[src/rtl/apb_master_mux_if.sv]
// apb_master_mux_if: request/response port and APB segment of apb_master_mux.
//   req_*   : valid/ready request from the front end (req_ready driven by master)
//   rsp_*   : one-cycle response pulse with read data and error flags
//   P*      : APB4 bus with per-slave PSEL/PREADY/PRDATA/PSLVERR
// Modports: master (the requester), slave (the front end plus APB slaves).
interface apb_master_mux_if #(
    parameter int unsigned ADDR_W     = 32,
    parameter int unsigned DATA_W     = 32,
    parameter int unsigned NUM_SLAVES = 4
);
    localparam int unsigned STRB_W = DATA_W / 8;

    logic                         req_valid;
    logic                         req_ready;
    logic                         req_write;
    logic [ADDR_W-1:0]            req_addr;
    logic [DATA_W-1:0]            req_wdata;
    logic [STRB_W-1:0]            req_strb;
    logic [2:0]                   req_prot;

    logic                         rsp_valid;
    logic [DATA_W-1:0]            rsp_rdata;
    logic                         rsp_err;
    logic                         rsp_timeout;

    logic [ADDR_W-1:0]            PADDR;
    logic [2:0]                   PPROT;
    logic [NUM_SLAVES-1:0]        PSEL;
    logic                         PENABLE;
    logic                         PWRITE;
    logic [DATA_W-1:0]            PWDATA;
    logic [STRB_W-1:0]            PSTRB;
    logic [NUM_SLAVES-1:0]        PREADY;
    logic [NUM_SLAVES*DATA_W-1:0] PRDATA;
    logic [NUM_SLAVES-1:0]        PSLVERR;

    modport master (
        input  req_valid, req_write, req_addr, req_wdata, req_strb, req_prot,
        output req_ready,
        output rsp_valid, rsp_rdata, rsp_err, rsp_timeout,
        output PADDR, PPROT, PSEL, PENABLE, PWRITE, PWDATA, PSTRB,
        input  PREADY, PRDATA, PSLVERR
    );

    modport slave (
        output req_valid, req_write, req_addr, req_wdata, req_strb, req_prot,
        input  req_ready,
        input  rsp_valid, rsp_rdata, rsp_err, rsp_timeout,
        input  PADDR, PPROT, PSEL, PENABLE, PWRITE, PWDATA, PSTRB,
        output PREADY, PRDATA, PSLVERR
    );
endinterface

[src/rtl/apb_master_mux.sv]
// apb_master_mux: APB4 requester with integrated slave decoder and access timeout.
// Accepts one register request at a time, runs SETUP/ACCESS to the slave selected
// by req_addr[SLV_SHIFT +: SEL_W], and returns a one-cycle response pulse.
// Ports:
//   PCLK      : clock, rising edge
//   PRESET    : synchronous active-high reset
//   bus       : apb_master_mux_if.master (request, response and APB signals)
//   Out_State : current state (IDLE=0, SETUP=1, ACCESS=2, RESP=3)
module apb_master_mux #(
    parameter int unsigned ADDR_W     = 32,
    parameter int unsigned DATA_W     = 32,
    parameter int unsigned NUM_SLAVES = 4,
    parameter int unsigned SLV_SHIFT  = 12,
    parameter int unsigned TIMEOUT    = 16
) (
    input  logic                    PCLK,
    input  logic                    PRESET,
    apb_master_mux_if.master        bus,
    output logic [1:0]              Out_State
);
    localparam int unsigned STRB_W = DATA_W / 8;
    localparam int unsigned SEL_W  = (NUM_SLAVES > 1) ? $clog2(NUM_SLAVES) : 1;
    localparam int unsigned CNT_W  = (TIMEOUT > 1) ? $clog2(TIMEOUT) : 1;
    localparam bit          TO_EN  = (TIMEOUT != 0);
    localparam logic [CNT_W-1:0] CNT_LAST = (TIMEOUT > 0) ? CNT_W'(TIMEOUT - 1) : '0;

    typedef enum logic [1:0] {
        IDLE   = 2'd0,
        SETUP  = 2'd1,
        ACCESS = 2'd2,
        RESP   = 2'd3
    } state_t;

    state_t                state_q, state_d;
    logic [ADDR_W-1:0]     paddr_q, paddr_d;
    logic [2:0]            pprot_q, pprot_d;
    logic [NUM_SLAVES-1:0] psel_q, psel_d;
    logic                  penable_q, penable_d;
    logic                  pwrite_q, pwrite_d;
    logic [DATA_W-1:0]     pwdata_q, pwdata_d;
    logic [STRB_W-1:0]     pstrb_q, pstrb_d;
    logic                  rsp_valid_q, rsp_valid_d;
    logic [DATA_W-1:0]     rsp_rdata_q, rsp_rdata_d;
    logic                  rsp_err_q, rsp_err_d;
    logic                  rsp_timeout_q, rsp_timeout_d;
    logic [CNT_W-1:0]      cnt_q, cnt_d;
    logic [SEL_W-1:0]      sel_q, sel_d;

    logic                  req_ready_c;
    logic [SEL_W-1:0]      req_idx;
    logic                  req_in_range;
    logic [NUM_SLAVES-1:0] req_onehot;
    logic                  sel_ready;
    logic                  sel_err;
    logic [DATA_W-1:0]     sel_rdata;

    assign req_ready_c = (state_q == IDLE) && !PRESET;

    // Slave index decode; non-power-of-two slave counts leave some indices unmapped
    assign req_idx      = bus.req_addr[SLV_SHIFT +: SEL_W];
    assign req_in_range = (32'(req_idx) < 32'(NUM_SLAVES));

    always_comb begin
        req_onehot = '0;
        for (int unsigned i = 0; i < NUM_SLAVES; i++) begin
            req_onehot[i] = (req_idx == SEL_W'(i));
        end
    end

    // Only the selected slave's response is looked at
    always_comb begin
        sel_ready = 1'b0;
        sel_err   = 1'b0;
        sel_rdata = '0;
        for (int unsigned i = 0; i < NUM_SLAVES; i++) begin
            if (sel_q == SEL_W'(i)) begin
                sel_ready = bus.PREADY[i];
                sel_err   = bus.PSLVERR[i];
                sel_rdata = bus.PRDATA[i*DATA_W +: DATA_W];
            end
        end
    end

    // State and output registers
    always_ff @(posedge PCLK) begin
        if (PRESET) begin
            state_q       <= IDLE;
            paddr_q       <= '0;
            pprot_q       <= '0;
            psel_q        <= '0;
            penable_q     <= 1'b0;
            pwrite_q      <= 1'b0;
            pwdata_q      <= '0;
            pstrb_q       <= '0;
            rsp_valid_q   <= 1'b0;
            rsp_rdata_q   <= '0;
            rsp_err_q     <= 1'b0;
            rsp_timeout_q <= 1'b0;
            cnt_q         <= '0;
            sel_q         <= '0;
        end else begin
            state_q       <= state_d;
            paddr_q       <= paddr_d;
            pprot_q       <= pprot_d;
            psel_q        <= psel_d;
            penable_q     <= penable_d;
            pwrite_q      <= pwrite_d;
            pwdata_q      <= pwdata_d;
            pstrb_q       <= pstrb_d;
            rsp_valid_q   <= rsp_valid_d;
            rsp_rdata_q   <= rsp_rdata_d;
            rsp_err_q     <= rsp_err_d;
            rsp_timeout_q <= rsp_timeout_d;
            cnt_q         <= cnt_d;
            sel_q         <= sel_d;
        end
    end

    // Next-state and next-output logic
    always_comb begin
        state_d       = state_q;
        paddr_d       = paddr_q;
        pprot_d       = pprot_q;
        psel_d        = psel_q;
        penable_d     = penable_q;
        pwrite_d      = pwrite_q;
        pwdata_d      = pwdata_q;
        pstrb_d       = pstrb_q;
        rsp_valid_d   = 1'b0;
        rsp_rdata_d   = rsp_rdata_q;
        rsp_err_d     = rsp_err_q;
        rsp_timeout_d = rsp_timeout_q;
        cnt_d         = cnt_q;
        sel_d         = sel_q;

        unique case (state_q)
            IDLE: begin
                if (bus.req_valid && req_ready_c) begin
                    paddr_d  = bus.req_addr;
                    pprot_d  = bus.req_prot;
                    pwrite_d = bus.req_write;
                    pwdata_d = bus.req_wdata;
                    pstrb_d  = bus.req_write ? bus.req_strb : '0;
                    sel_d    = req_idx;
                    cnt_d    = '0;
                    if (req_in_range) begin
                        psel_d  = req_onehot;
                        state_d = SETUP;
                    end else begin
                        // Decode error: no APB transfer, answer immediately
                        rsp_valid_d   = 1'b1;
                        rsp_err_d     = 1'b1;
                        rsp_timeout_d = 1'b0;
                        rsp_rdata_d   = '0;
                        state_d       = RESP;
                    end
                end
            end
            SETUP: begin
                penable_d = 1'b1;
                state_d   = ACCESS;
            end
            ACCESS: begin
                if (sel_ready) begin
                    // Ready beats a simultaneous timeout
                    rsp_valid_d   = 1'b1;
                    rsp_err_d     = sel_err;
                    rsp_timeout_d = 1'b0;
                    rsp_rdata_d   = (pwrite_q || sel_err) ? '0 : sel_rdata;
                    psel_d        = '0;
                    penable_d     = 1'b0;
                    state_d       = RESP;
                end else begin
                    cnt_d = cnt_q + CNT_W'(1);
                    if (TO_EN && (cnt_q == CNT_LAST)) begin
                        rsp_valid_d   = 1'b1;
                        rsp_err_d     = 1'b1;
                        rsp_timeout_d = 1'b1;
                        rsp_rdata_d   = '0;
                        psel_d        = '0;
                        penable_d     = 1'b0;
                        state_d       = RESP;
                    end
                end
            end
            RESP: begin
                cnt_d   = '0;
                state_d = IDLE;
            end
            default: state_d = IDLE;
        endcase
    end

    assign bus.req_ready   = req_ready_c;
    assign bus.rsp_valid   = rsp_valid_q;
    assign bus.rsp_rdata   = rsp_rdata_q;
    assign bus.rsp_err     = rsp_err_q;
    assign bus.rsp_timeout = rsp_timeout_q;
    assign bus.PADDR       = paddr_q;
    assign bus.PPROT       = pprot_q;
    assign bus.PSEL        = psel_q;
    assign bus.PENABLE     = penable_q;
    assign bus.PWRITE      = pwrite_q;
    assign bus.PWDATA      = pwdata_q;
    assign bus.PSTRB       = pstrb_q;
    assign Out_State       = state_q;
endmodule

[src/flat_wrapper.sv]
// flat-port wrapper written by rule: the top's interface ports become plain ports
module apb_master_mux_flat 
#(
    parameter int unsigned ADDR_W     = 32,
    parameter int unsigned DATA_W     = 32,
    parameter int unsigned NUM_SLAVES = 4,
    parameter int unsigned SLV_SHIFT  = 12,
    parameter int unsigned TIMEOUT    = 16
)
  (PCLK, PRESET, Out_State, bus_req_valid, bus_req_write, bus_req_addr, bus_req_wdata, bus_req_strb, bus_req_prot, bus_req_ready, bus_rsp_valid, bus_rsp_rdata, bus_rsp_err, bus_rsp_timeout, bus_PADDR, bus_PPROT, bus_PSEL, bus_PENABLE, bus_PWRITE, bus_PWDATA, bus_PSTRB, bus_PREADY, bus_PRDATA, bus_PSLVERR);
  apb_master_mux_if #(.ADDR_W(ADDR_W), .DATA_W(DATA_W), .NUM_SLAVES(NUM_SLAVES)) bus_i ();
  input  logic PCLK;
  input  logic PRESET;
  output logic [1:0] Out_State;
  input wire logic [$bits(bus_i.req_valid)-1:0] bus_req_valid;
  input wire logic [$bits(bus_i.req_write)-1:0] bus_req_write;
  input wire logic [$bits(bus_i.req_addr)-1:0] bus_req_addr;
  input wire logic [$bits(bus_i.req_wdata)-1:0] bus_req_wdata;
  input wire logic [$bits(bus_i.req_strb)-1:0] bus_req_strb;
  input wire logic [$bits(bus_i.req_prot)-1:0] bus_req_prot;
  output wire logic [$bits(bus_i.req_ready)-1:0] bus_req_ready;
  output wire logic [$bits(bus_i.rsp_valid)-1:0] bus_rsp_valid;
  output wire logic [$bits(bus_i.rsp_rdata)-1:0] bus_rsp_rdata;
  output wire logic [$bits(bus_i.rsp_err)-1:0] bus_rsp_err;
  output wire logic [$bits(bus_i.rsp_timeout)-1:0] bus_rsp_timeout;
  output wire logic [$bits(bus_i.PADDR)-1:0] bus_PADDR;
  output wire logic [$bits(bus_i.PPROT)-1:0] bus_PPROT;
  output wire logic [$bits(bus_i.PSEL)-1:0] bus_PSEL;
  output wire logic [$bits(bus_i.PENABLE)-1:0] bus_PENABLE;
  output wire logic [$bits(bus_i.PWRITE)-1:0] bus_PWRITE;
  output wire logic [$bits(bus_i.PWDATA)-1:0] bus_PWDATA;
  output wire logic [$bits(bus_i.PSTRB)-1:0] bus_PSTRB;
  input wire logic [$bits(bus_i.PREADY)-1:0] bus_PREADY;
  input wire logic [$bits(bus_i.PRDATA)-1:0] bus_PRDATA;
  input wire logic [$bits(bus_i.PSLVERR)-1:0] bus_PSLVERR;
  assign bus_i.req_valid = bus_req_valid;
  assign bus_i.req_write = bus_req_write;
  assign bus_i.req_addr = bus_req_addr;
  assign bus_i.req_wdata = bus_req_wdata;
  assign bus_i.req_strb = bus_req_strb;
  assign bus_i.req_prot = bus_req_prot;
  assign bus_req_ready = bus_i.req_ready;
  assign bus_rsp_valid = bus_i.rsp_valid;
  assign bus_rsp_rdata = bus_i.rsp_rdata;
  assign bus_rsp_err = bus_i.rsp_err;
  assign bus_rsp_timeout = bus_i.rsp_timeout;
  assign bus_PADDR = bus_i.PADDR;
  assign bus_PPROT = bus_i.PPROT;
  assign bus_PSEL = bus_i.PSEL;
  assign bus_PENABLE = bus_i.PENABLE;
  assign bus_PWRITE = bus_i.PWRITE;
  assign bus_PWDATA = bus_i.PWDATA;
  assign bus_PSTRB = bus_i.PSTRB;
  assign bus_i.PREADY = bus_PREADY;
  assign bus_i.PRDATA = bus_PRDATA;
  assign bus_i.PSLVERR = bus_PSLVERR;
  apb_master_mux #(.ADDR_W(ADDR_W), .DATA_W(DATA_W), .NUM_SLAVES(NUM_SLAVES), .SLV_SHIFT(SLV_SHIFT), .TIMEOUT(TIMEOUT)) u_core (.PCLK(PCLK), .PRESET(PRESET), .bus(bus_i), .Out_State(Out_State));
endmodule
[config.mk]
export PLATFORM = sky130hd
export DESIGN_NAME = apb_master_mux_flat
export DESIGN_NICKNAME = d
export VERILOG_FILES = /design/src/rtl/apb_master_mux_if.sv /design/src/rtl/apb_master_mux.sv /design/src/flat_wrapper.sv
export SDC_FILE = /design/constraint.sdc
export NUM_CORES = 1
export LEC_CHECK = 0
export BUFFER_PORTS_ARGS = -buffer_cell sky130_fd_sc_hd__buf_2
export CELL_PAD_IN_SITES_DETAIL_PLACEMENT = 1
export CELL_PAD_IN_SITES_GLOBAL_PLACEMENT = 2
export CORE_ASPECT_RATIO = 1.5
export CORE_MARGIN = 2
export CORE_UTILIZATION = 25
export CTS_CLUSTER_SIZE = 20
export DETAILED_ROUTE_END_ITERATION = 8
export PLACE_DENSITY_LB_ADDON = 0.3
export SYNTH_ARGS = -nofsm -noshare
export SYNTH_HDL_FRONTEND = slang
export SYNTH_SLANG_ARGS = --single-unit
[constraint.sdc]
create_clock -name PCLK -period 4.3 [get_ports PCLK]
set_input_delay 0 -clock PCLK [delete_from_list [all_inputs] [get_ports PCLK]]
set_output_delay 0 -clock PCLK [all_outputs]
set_load 0.1 [all_outputs]
==> results of run 1 <==
==> cell usage after synthesis, types with 3 or more instances <==
master | count | area [µm²]
dfxtp_1 | 118 | 2362
buf_2 | 5 | 25.02
buf_1 | 3 | 11.26
o2bb2ai_1 | 32 | 280.3
a21oi_1 | 16 | 80.08
nand2_1 | 143 | 536.8
nor2_1 | 9 | 33.78
nand3b_1 | 70 | 525.5
o21ai_0 | 9 | 45.04
inv_1 | 37 | 138.9
clkbuf_1 | 31 | 116.4
nor2b_1 | 3 | 18.77
mux4_2 | 33 | 743.2
nand3_1 | 6 | 30.03
ha_1 | 5 | 62.56
nand2b_1 | 3 | 18.77
==> cell usage in the layout, fill, tap and decap left out, types with 6 or more instances in the layout <==
| cell type | netlist | final |
|---|---|---|
| a21oi_1 | 16 | 16 |
| buf_2 | 5 | 325 |
| buf_4 | 0 | 6 |
| clkbuf_16 | 0 | 17 |
| dfxtp_1 | 118 | 117 |
| dlygate4sd3_1 | 0 | 77 |
| inv_1 | 37 | 37 |
| mux4_2 | 33 | 33 |
| nand2_1 | 143 | 143 |
| nand3_1 | 6 | 6 |
| nand3b_1 | 70 | 70 |
| nor2_1 | 9 | 8 |
| o21ai_0 | 9 | 9 |
| o2bb2ai_1 | 32 | 32 |
==> worst paths after layout <==
| path | startpoint | end | slack, ns | depth (start not counted) |
|---|---|---|---|---|
| min reg2reg | u_core.bus.PSTRB[3] | u_core.bus.PSTRB[3] | 0.45 | 2 |
| max reg2reg | u_core.Out_State[1] | u_core.bus.PSTRB[0] | 1.71 | 7 |
| min | bus_PRDATA[67] | u_core.bus.rsp_rdata[3] | 0.06 | 4 |
| max | u_core.Out_State[1] | u_core.bus.PSTRB[0] | 1.71 | 7 |
==> routing by layer <==
metal,global-route usage [%],vias to the layer above,part of all wire (%)
met5,0,-,0
met2,33.50,237,53
met4,5.655,0,1.7
met3,6.092,22,9.4
li1,-,2669,-
met1,17.89,2625,36
==> through the flow <==
stage	setup slack [ns]	instances	hold slack, ns
finish	1.714	1211	0.06012
global route	1.472	1211	0.06152
CTS	1.678	1211	0.03753
detailed placement	1.815	1102	0.1867
global placement	1.840	1102	0.1845
floorplan	1.621	547	0.09895
==> power by group through the flow <==
stage / Combinational (mW) / Sequential, mW / Clock (mW)
3_5_place_dp: 2.34 / 1.39 / 0
2_1_floorplan: 0.640 / 2.63 / 0
4_1_cts: 2.40 / 1.37 / 1.60
5_1_grt: 2.52 / 1.39 / 1.64
3_3_place_gp: 2.34 / 1.39 / 0
6_report: 2.38 / 1.37 / 1.55
==> cell type report <==
class                           count  area, µm²  share of cell area (%)
Clock buffer                       19      452.9                   5.345
Clock inverter                     13      191.4                   2.259
Inverter                           37      138.9                   1.639
Multi-Input combinational cell    352       2555                   30.15
Sequential cell                   118       2364                   27.89
Tap cell                          264      330.3                   3.898
Timing Repair Buffer              408       2442                   28.82
==> critical path, stage by stage, from the launching register on <==
cell	delay, ns
dfxtp_1	0.33
inv_1	0.12
ha_1	0.31
and3b_2	0.23
buf_4	0.60
nand3_1	0.14
dlygate4sd3_1	0.58
a21oi_1	0.14
==> flip-flops by register name, indices dropped and copies added, names as in the netlist <==
| name | cells |
|---|---|
| u_core.bus.PWDATA | 32 |
| u_core.bus.rsp_rdata | 32 |
| u_core.bus.PENABLE | 1 |
| u_core.bus.PSEL | 4 |
| u_core.bus.rsp_err | 1 |
| u_core.Out_State | 2 |
| u_core.bus.rsp_timeout | 1 |
| u_core.bus.PWRITE | 1 |
| u_core.bus.PPROT | 3 |
| u_core.bus.rsp_valid | 1 |
| u_core.cnt_q | 4 |
| u_core.bus.PADDR | 32 |
| u_core.bus.PSTRB | 4 |
==> repair_timing <==
action,in CTS,in global routing
endpoints found under the setup margin,0,0
hold endpoints to repair,79,0
hold buffers,77,0
==> logic make-up after synthesis <==
logic type	count (synthesis)	synth area share (%)
AND/OR/NAND/NOR	244	23.65
AO/OA/AOI/OAI	69	9.643
adder cells (fa/ha/maj)	5	1.199
buffers and inverters	77	5.805
multiplexers	33	14.25
XOR/XNOR	1	0.1679
flip-flops	118	45.29
==> out/summary.txt, run 1 <==
Outcome: complete, no violations
IO Port Bufs: 325
DR WL/cell: 16.21 µm
Clock buffer depth: 2
Post-layout util: 41.50%
Register bit total from synthesis: 118
Worst ir drop on vdd: 0.0003008 V
Synth cell types: 35
Int Pwr: 2.824 mW
Share of post-route cells with drive strength above 1: 42.34%
Pleak: 4.190 nW
Hold Path Class: primary input to flip-flop
Critical path type: flip-flop to flip-flop
Diodes inserted: 0
Num rows: 64
Power per cell area: 624.9 nW/µm²
Synthesis Warnings: 0
Top FF cell, synth: dfxtp_1
Fill count: 2433
Number of synthesized flops with an enable pin: 0
Largest net degree at the start of global routing: 86
Clk root buf: clkbuf_16
Vias: 5553
Net Sw Frac: 46.67%
Power, Total: 5.296 mW
Clock power frac: 29.2%
GRT overflow: 0
Setup TNS: 0 ns
Initial drt markers: 134
Initial Utilization: 25.55%
Crit start category: flip-flop
Chip width: 121.9 µm
Fin area: 8474 µm²
FFs w/ async S/R, synth: 0%
Worst EP required: 4.62 ns
Vias in the first global route: 6139
RSZ-0062 raised after global routing: false
Final setup fails: 0
Post-DP HPWL: 14210 µm
Core footprint: 20420 µm²
Critical path capture point type: flip-flop
Comb pwr share: 44.9%
Post-Place Cell Area: 7059 µm²
CTS tree: built
TritonCTS Buffers: 17
Die H: 180.9 µm
Drt pass-1 iters: 4
Layout area overhead: 62.46%
Cells after synthesis: 547
IO Pins: 326
Worst Tran Pin Value: 1.070 ns
Final Hold Vio Count: 0
First-pass GRT wire length: 30970 µm
Post-Syn Area: 5216 µm²
Die footprint: 22060 µm²
Final ANT Viol Nets: 0
Post-route DRC: 0
Slew margin rel.: 28.64%
Total global-route track usage: 17.77%
Post-Syn Nets: 763
Avg Inst Size Synth: 9.536 µm²
GP Congestion: 0.7610
Max Cap Violations: 0
Max FO, Critical Path: 72
Switching Power: 2.471 mW
Tcrit/Tclk final: 60.13%
Htree depth: 4
DRT Wirelength: 19630 µm
Clock Latency Late Sink: 0.40 ns
Clock skew: 0.006570 ns
PostCTS Resize Cnt: 0
Post-CTS Setup Inserts: 0
Achievable clock frequency: 0.3867 GHz
Max-slew violations: 0
Crit path DAT: 2.91 ns
Seq/Total Area, Yosys: 45.29%
Initial antenna violation count: 0
Reg clk slew, reported paths: 0.06 ns
Min Clock Period, post-route: 2.586 ns
Clk sinks: 118
Sequential share of power: 25.9%
Final-stage net count: 1150
Routed vias/inst: 4.585
Power figures use the tool's default switching activity.
==> run 2, diff against run 1 <==
--- a/config.mk
+++ b/config.mk
@@ -10,7 +10,7 @@
 export CELL_PAD_IN_SITES_GLOBAL_PLACEMENT = 2
 export CORE_ASPECT_RATIO = 1.5
 export CORE_MARGIN = 2
-export CORE_UTILIZATION = 25
+export CORE_UTILIZATION = 23
 export CTS_CLUSTER_SIZE = 20
 export DETAILED_ROUTE_END_ITERATION = 8
 export PLACE_DENSITY_LB_ADDON = 0.3
==> constraint.sdc (replaced) <==
create_clock -name PCLK -period 2.65 [get_ports PCLK]
set_input_delay 0 -clock PCLK [delete_from_list [all_inputs] [get_ports PCLK]]
set_output_delay 0 -clock PCLK [all_outputs]
set_load 0.1 [all_outputs]
==> run 2 against run 1 <==
Core utilization decreased by 3.2 points. Via count increased by 0.40%. Global-route usage decreased by 0.44 points. Critical path depth unchanged. Largest power group unchanged. Cell area increased by 0.75%.
==> out/summary.txt, run 2 (synthesis results as in run 1) <==
Share of post-route cells with drive strength above 1: 42.57% (was 42.34%)
Power per cell area: 1021 nW/µm² (was 624.9 nW/µm²)
Clock buffer depth: 2 (unchanged)
GRT overflow: 0 (unchanged)
Pleak: 4.225 nW (was 4.190 nW)
Vias in the first global route: 6111 (was 6139)
Fin area: 8538 µm² (was 8474 µm²)
Tcrit/Tclk final: 85.41% (was 60.13%)
Diodes inserted: 0 (unchanged)
Crit start category: flip-flop (unchanged)
Final-stage net count: 1154 (was 1150)
Initial Utilization: 23.39% (was 25.55%)
Largest net degree at the start of global routing: 73 (was 86)
Post-Place Cell Area: 7124 µm² (was 7059 µm²)
Reg clk slew, reported paths: 0.05 ns (was 0.06 ns)
Core footprint: 22300 µm² (was 20420 µm²)
DR WL/cell: 17.08 µm (was 16.21 µm)
Post-route DRC: 0 (unchanged)
Critical Path Start: u_core.Out_State[0] (was u_core.Out_State[1])
Setup ws final: 0.3867 ns (was 1.714 ns)
Outcome: complete, no violations (unchanged)
First-pass GRT wire length: 32310 µm (was 30970 µm)
Pre-CTS WS: 0.7105 ns (was 1.815 ns)
IO Pins: 326 (unchanged)
Min Clock Period, post-route: 2.263 ns (was 2.586 ns)
Worst EP required: 2.99 ns (was 4.62 ns)
Critical path capture point type: flip-flop (unchanged)
Drt pass-1 iters: 4 (unchanged)
Commonest non-fill, non-tap cell in the layout: buf_2 (unchanged)
Num rows: 67 (was 64)
Crit path DAT: 2.60 ns (was 2.91 ns)
Clk sinks: 118 (unchanged)
Max-slew violations: 0 (unchanged)
Clock skew: 0.009798 ns (was 0.006570 ns)
Clock Latency Late Sink: 0.41 ns (was 0.40 ns)
Initial antenna violation count: 0 (unchanged)
Htree depth: 4 (unchanged)
Fill count: 2663 (was 2433)
Die footprint: 23920 µm² (was 22060 µm²)
Post-DP HPWL: 15220 µm (was 14210 µm)
Slew margin rel.: 56.36% (was 28.64%)
DRT Wirelength: 20930 µm (was 19630 µm)
CTS tree: built (unchanged)
Total global-route track usage: 17.32% (was 17.77%)
Layout area overhead: 63.68% (was 62.46%)
Most frequent cells in the layout: buf_2 (325), nand2_1 (143), dfxtp_1 (117), dlygate4sd3_1 (76), nand3b_1 (70) (was buf_2 (325), nand2_1 (143), dfxtp_1 (117), dlygate4sd3_1 (77), nand3b_1 (70))
TritonCTS Buffers: 17 (unchanged)
GP Congestion: 0.7665 (was 0.7610)
Final setup fails: 0 (unchanged)
Achievable clock frequency: 0.4418 GHz (was 0.3867 GHz)
Setup TNS: 0 ns (unchanged)
Source of the worst hold timing path: bus_PREADY[0] (was bus_PRDATA[67])
Hold Path Class: primary input to flip-flop (unchanged)
Chip width: 127.0 µm (was 121.9 µm)
Worst ir drop on vdd: 0.0004426 V (was 0.0003008 V)
Clk root buf: clkbuf_16 (unchanged)
Max Cap Violations: 0 (unchanged)
Vias: 5575 (was 5553)
Multi-input logic area: 2555 µm² (unchanged)
RSZ-0062 raised after global routing: false (unchanged)
IO Port Bufs: 325 (unchanged)
Worst Tran Pin Value: 0.6546 ns (was 1.070 ns)
Critical path type: flip-flop to flip-flop (unchanged)
Final Hold Vio Count: 0 (unchanged)
Max FO, Critical Path: 72 (unchanged)
R2r startpoint: u_core.Out_State[0] (was u_core.Out_State[1])
Sequential cell area: 2364 µm² (unchanged)
Initial drt markers: 140 (was 134)
Final ANT Viol Nets: 0 (unchanged)
Die H: 188.4 µm (was 180.9 µm)
Routed vias/inst: 4.551 (was 4.585)
[run 2: changes by cell type in the layout (fill, tap and decap cells not counted), sizes merged, moves of 2 or more]
cell	change
inv	-5
clkinv	+2
clkinvlp	-2
clkbuf	+2
buf	+5
[run 2: repair_timing]
| item | 4_1_cts | 5_1_grt |
|---|---|---|
| gates resized for setup | 0 | 0 |
| hold buffers | 76 | 0 |
| endpoints found under the setup margin | 0 | 0 |
| setup buffers | 0 | 0 |
| hold endpoints to repair | 76 | 0 |
[run 2: through the flow]
stage                     std cells  power (mW)  hold WS (ns)  utilization (%)
after global placement         1119       6.102        0.1835            31.95
after floorplan                 547       5.306       0.09890                -
final                          1225       8.715       0.03749            38.29
after global routing           1225       9.122       0.06654            38.29
after detailed placement       1119       6.119        0.1873            31.95
after CTS                      1225       8.831       0.01672            38.29
[run 2: cell type report]
type	count	share of cell area [%]
Multi-Input combinational cell	352	29.92
Timing Repair Buffer	412	29.07
Sequential cell	118	27.68
Clock buffer	21	5.627
Tap cell	276	4.045
Clock inverter	9	2.022
Inverter	37	1.627
[run 2: per-layer routing]
metal / routed length (µm) / part of all wire, % / up-vias / global-route usage, %
li1: - / - / 2666 / -
met1: 7975 / 38 / 2634 / 17.61
met2: 10690 / 51 / 251 / 32.49
met3: 1864 / 8.9 / 24 / 6.161
met4: 395 / 1.9 / 0 / 5.748
met5: 0 / 0 / - / 0
[run 2: report_power, final]
group	switching (mW)	total (mW)	internal, mW
clock	0.825	2.58	1.75
sequential	0.162	2.23	2.07
combinational	3.01	3.90	0.896
[run 2: worst paths after layout]
check,end,slack (ns),cells after the start
max,u_core.bus.PSTRB[0],0.39,7
min,u_core.bus.rsp_err,0.04,4
max reg2reg,u_core.bus.PSTRB[0],0.39,7
min reg2reg,u_core.bus.rsp_rdata[15],0.45,1
[run 2: worst max-delay path, cell delays in order (launching register included)]
cell and delay [ns]:
dfxtp_1 0.32, inv_1 0.12, ha_1 0.32, and3b_2 0.27, buf_12 0.29, nand3_1 0.12
dlygate4sd3_1 0.56, a21oi_1 0.13
